`src/rtl/rr_arb_pkg.sv`:
```
// rr_arb_pkg: shared types and helpers for the round-robin register arbiter
package rr_arb_pkg;
  localparam int MAX_N = 16;
  typedef enum logic {IDLE, OWN} state_t;
  function automatic int idx_w(input int n);
    return n > 2 ? $clog2(n) : 1;
  endfunction
  function automatic int onehot_to_idx(input logic [MAX_N-1:0] v);
    int idx;
    idx = 0;
    for (int k = 0; k < MAX_N; k++)
      idx = v[k] ? idx | k : idx;
    return idx;
  endfunction
  function automatic int rr_pick(input logic [MAX_N-1:0] req, input int ptr, input int n);
    int win, j;
    win = -1;
    for (int k = n - 1; k >= 0; k--) begin
      j = (ptr + k) % n;
      win = req[j] ? j : win;
    end
    return win;
  endfunction
endpackage

```
`src/rtl/rr_pick_comb.sv`:
```
// rr_pick_comb: first set request at or after ptr, wrapping mod N
module rr_pick_comb import rr_arb_pkg::*; #(
  parameter int N = 4,
  localparam int IDXW = idx_w(N)
) (
  input  logic [N-1:0]    req,
  input  logic [IDXW-1:0] ptr,
  output logic [IDXW-1:0] idx,
  output logic            found
);
  assign found = |req;
  assign idx = IDXW'(rr_pick(MAX_N'(req), int'(ptr), N));
endmodule

```
`src/rtl/rr_reg_arbiter.sv`:
```
// rr_reg_arbiter: round-robin arbiter sharing one W-bit register among N requesters with bounded lock bursts
module rr_reg_arbiter import rr_arb_pkg::*; #(
  parameter int N = 4,
  parameter int W = 8,
  parameter int MAX_HOLD = 4,
  localparam int IDXW = idx_w(N)
) (
  input  logic            clk,
  input  logic            rst,
  input  logic [N-1:0]    req,
  input  logic [N-1:0]    lock,
  input  logic [N*W-1:0]  wdata,
  output logic [N-1:0]    gnt,
  output logic [IDXW-1:0] owner,
  output logic [W-1:0]    q,
  output logic            q_valid
);
  localparam int HW = MAX_HOLD > 1 ? $clog2(MAX_HOLD) : 1;
  state_t state;
  logic [IDXW-1:0] ptr, win;
  logic [HW-1:0] hold_cnt;
  logic owner_lock, cont, found;
  logic [N-1:0] others, pick_req;
  assign owner_lock = state == OWN && req[owner] && lock[owner];
  assign cont = owner_lock && hold_cnt < HW'(MAX_HOLD - 1);
  assign others = req & ~gnt;
  assign pick_req = owner_lock && |others ? others : req;
  rr_pick_comb #(.N(N)) u_pick (
    .req(pick_req),
    .ptr(ptr),
    .idx(win),
    .found(found)
  );
  always_ff @(posedge clk) begin
    if (rst) begin
      gnt <= '0;
      owner <= '0;
      q <= '0;
      q_valid <= 1'b0;
      ptr <= '0;
      hold_cnt <= '0;
      state <= IDLE;
    end else if (cont) begin
      hold_cnt <= hold_cnt + 1'b1;
      q <= wdata[int'(owner)*W +: W];
      q_valid <= 1'b1;
    end else if (found) begin
      gnt <= N'(1) << win;
      owner <= win;
      q <= wdata[int'(win)*W +: W];
      q_valid <= 1'b1;
      ptr <= win == IDXW'(N - 1) ? '0 : win + 1'b1;
      hold_cnt <= '0;
      state <= OWN;
    end else begin
      gnt <= '0;
      q_valid <= 1'b0;
      hold_cnt <= '0;
      state <= IDLE;
    end
  end
endmodule

```
`config.mk`:
```
export PLATFORM = sky130hd
export DESIGN_NAME = rr_reg_arbiter
export DESIGN_NICKNAME = d
export VERILOG_FILES = /design/src/rtl/rr_arb_pkg.sv /design/src/rtl/rr_pick_comb.sv /design/src/rtl/rr_reg_arbiter.sv
export SDC_FILE = /design/constraint.sdc
export NUM_CORES = 1
export LEC_CHECK = 0
export BUFFER_PORTS_ARGS = -buffer_cell sky130_fd_sc_hd__buf_2
export CORE_ASPECT_RATIO = 1.75
export CORE_MARGIN = 4
export CORE_UTILIZATION = 47
export DETAILED_ROUTE_END_ITERATION = 7
export HOLD_SLACK_MARGIN = 0.03
export PLACE_DENSITY = 0.79
export SLEW_MARGIN = 20
export SYNTH_ARGS = -nofsm -noshare
export SYNTH_HDL_FRONTEND = slang
export SYNTH_SLANG_ARGS = --single-unit
export TNS_END_PERCENT = 10
```
`constraint.sdc`:
```
create_clock -name clk -period 3.3 [get_ports clk]
set_input_delay 0.66 -clock clk [delete_from_list [all_inputs] [get_ports clk]]
set_output_delay 0.66 -clock clk [all_outputs]
set_load 0.05 [all_outputs]
```
==> reports/metrics.cfg <==
[global_routing]
antenna_found_initial=0
grt_max_degree=25
use_met1_pct=20.0
grt.busiest_layer=met2
gr-total-overflow=0
global_route.usage.met3_pct=2.98
grt_pass1_wl_um=5490
track_usage_pct=19.6
met2_usage_pct=35.3
first_global_vias=1302

[layout]
n_antenna_cell=0
final_cell_mix=56 x buf_2, 20 x dfxtp_1, 14 x a21oi_1
multi_input_area_um2=873
finalNonFillerCells=225
area_growth_pct=25.8
regArea_um2=400
fin_nets=246
drive_above_1_share_pct=37.4
stdcell_area_um2=1670
n_fill_cell=231
layout_commonest_cell=buf_2

[cts]
clock_sinks=20
postCtsHoldBufs=0
cts_made_buffers=3
cts_tree=done
cts-root-buf=clkbuf_8
clk_pin_slew_ns=0.07
cts.htree.levels=1
cts_setup_buffers=0
post_cts_resized=0
cts.path.max_buffers=2
clk_latency_ns=0.26

[detailed_routing]
num_vias=1338
via_per_inst=5.95
ant_nets=0
initialDrtViolationCount=52
wl_um=3510
dr.pass1.iters=4
wire_per_inst_um=15.6
drc=0

[worst_setup_path]
cp-end-kind=register
cp_max_fo=24
crit_arrival_ns=3.07
timing.rr.end=q[3]
startpoint_type=input pin
path_cells=buf_2 > nand2_1 > mux4_2 > o21a_1 > o221ai_1 > a21oi_2 > mux2i_4 > a21oi_1 > a221oi_1
worst_path_max_delay_cell=mux2i_4
required_ns=3.46
worst_r2r_startpoint=owner[1]
path_class=input pin to register
cpPeakStageDelay_ns=0.59
crit_cells=9
cp_top_family=compound AO/OA/AOI/OAI gates
cp_num_buf_inv=1
r2r_slack_ns=0.42
worst_r2r_path_depth=7

[synthesis]
ys_types=39
synth_edf_count=0
synth_top_cell_area_share_pct=30.2
yosysTopAreaCell=dfxtp_1
syn_nets=191
yosys-top-cells-area=dfxtp_1 30%, mux2i_1 6.8%, a21oi_1 5.3%
async_reset_ff_share_pct=0
syn_area_um2=1320
synth_top_flop_cell=dfxtp_1
yosysWarnings=0
synth-seq-area-share_pct=30.2
syn_inst=144
avgSynthCellArea_um2=9.19
synth_seq_cells=20

[placed_design]
io_buffers=56
place.gp.congestion=0.773
dpl_cell_area_um2=1610
hpwlAfterDp_um=2830
dp_cells=221

[sta]
finalHoldViolations=0
rsz0062_at_grt=no
worst_pin_slew_ns=0.961
slew_headroom_pct=35.3
totalNegativeSetupSlack_ns=0
post-route-period-util_pct=88.0
clock_skew_ns=0.00311
finalSetupViolations=0
maxSlewViolCount=0
period_minus_slack_ns=2.90
max_freq_mhz=345

[worst_hold_path]
hp-class=register to register
worstHoldPathCells=1
whs_endpoint=hold_cnt[0]
hp-start=hold_cnt[0]

[floorplan]
core_area_um2=2690
core.rowCount=25
pin_count=57
die_w_um=48.1
die_area_um2=3760
die_h_um=78.2
initial_core_util_pct=49.2

[power_and_ir_drop]
p_leak_nw=0.804
ir_drop_mv=0.419
powerDensity_nw_per_um2=648

[status]
run_status=completed

[flow_run]
maxCapViolations=0

[stage by stage]
step	power (W)	worst slack [ns]	utilization [%]	hold WS [ns]
5_1_grt	0.00114	0.165	61.9	0.455
6_report	0.00108	0.398	61.9	0.452
2_1_floorplan	0.000775	0.496	-	0.408
4_1_cts	0.00109	0.363	61.9	0.451
3_3_place_gp	0.000879	0.233	59.9	0.417
3_5_place_dp	0.000896	0.112	59.9	0.440
[cell type report]
cell class | count | share of cell area [%]
Multi-Input combinational cell | 113 | 52.4
Sequential cell | 20 | 24.0
Timing Repair Buffer | 57 | 17.3
Clock buffer | 4 | 3.31
Tap cell | 27 | 2.03
Inverter | 4 | 0.902
[worst max path at each step]
stage	start	to
2_1_floorplan	owner[1]	q[5]
3_3_place_gp	req[1]	q[1]
3_5_place_dp	req[1]	q[3]
4_1_cts	req[1]	q[6]
5_1_grt	req[1]	q[5]
6_report	req[1]	q[3]
[Yosys cell counts (2+ instances only)]
library cell,count
mux4_2,2
nor2b_1,6
a21oi_1,14
nor2_1,5
and2_1,5
nand3_1,4
o21bai_1,8
a221oi_1,8
nand2_1,11
clkbuf_1,5
mux2i_1,9
a211oi_1,3
dfxtp_1,20
nor3_1,2
inv_1,3
o21ai_0,3
nand2b_4,4
o221ai_1,2
o311ai_0,2
o21a_1,2
ha_1,5
nand2b_1,4
[per-layer routing]
metal | part of all wire (%) | vias to the layer above
li1 | - | 650
met1 | 34 | 628
met2 | 56 | 52
met3 | 7.0 | 8
met4 | 2.2 | 0
met5 | 0 | -
[flip-flops by register name, summed over array words and instances, names as in the netlist]
register,cells
owner,2
state,1
hold_cnt,2
q_valid,1
gnt,4
q,8
ptr,2
[worst reg2reg max path: stages, from the launching register on]
cell	delay, ns
dfxtp_1	0.47
mux4_2	0.61
o21a_1	0.23
o221ai_1	0.24
a21oi_2	0.15
mux2i_4	0.59
a21oi_1	0.20
a221oi_1	0.30
[where the power goes]
group	leakage (nW)	total (W)	switching, W	internal [W]
Clock	0.0288	0.000183	0.0000772	0.000106
Sequential	0.166	0.000341	0.0000479	0.000293
Combinational	0.610	0.000554	0.000354	0.000200
Total	0.804	0.00108	0.000479	0.000600
[kinds of logic after synthesis]
group                    share of synthesized area [%]
AO/OA/AOI/OAI                                     29.8
buffers and inverters                             3.78
multiplexers                                      11.9
flip-flops                                        30.2
AND/OR/NAND/NOR                                   19.6
adder cells (fa/ha/maj)                           4.73
Note: power is estimated with default switching activity, not from simulation.
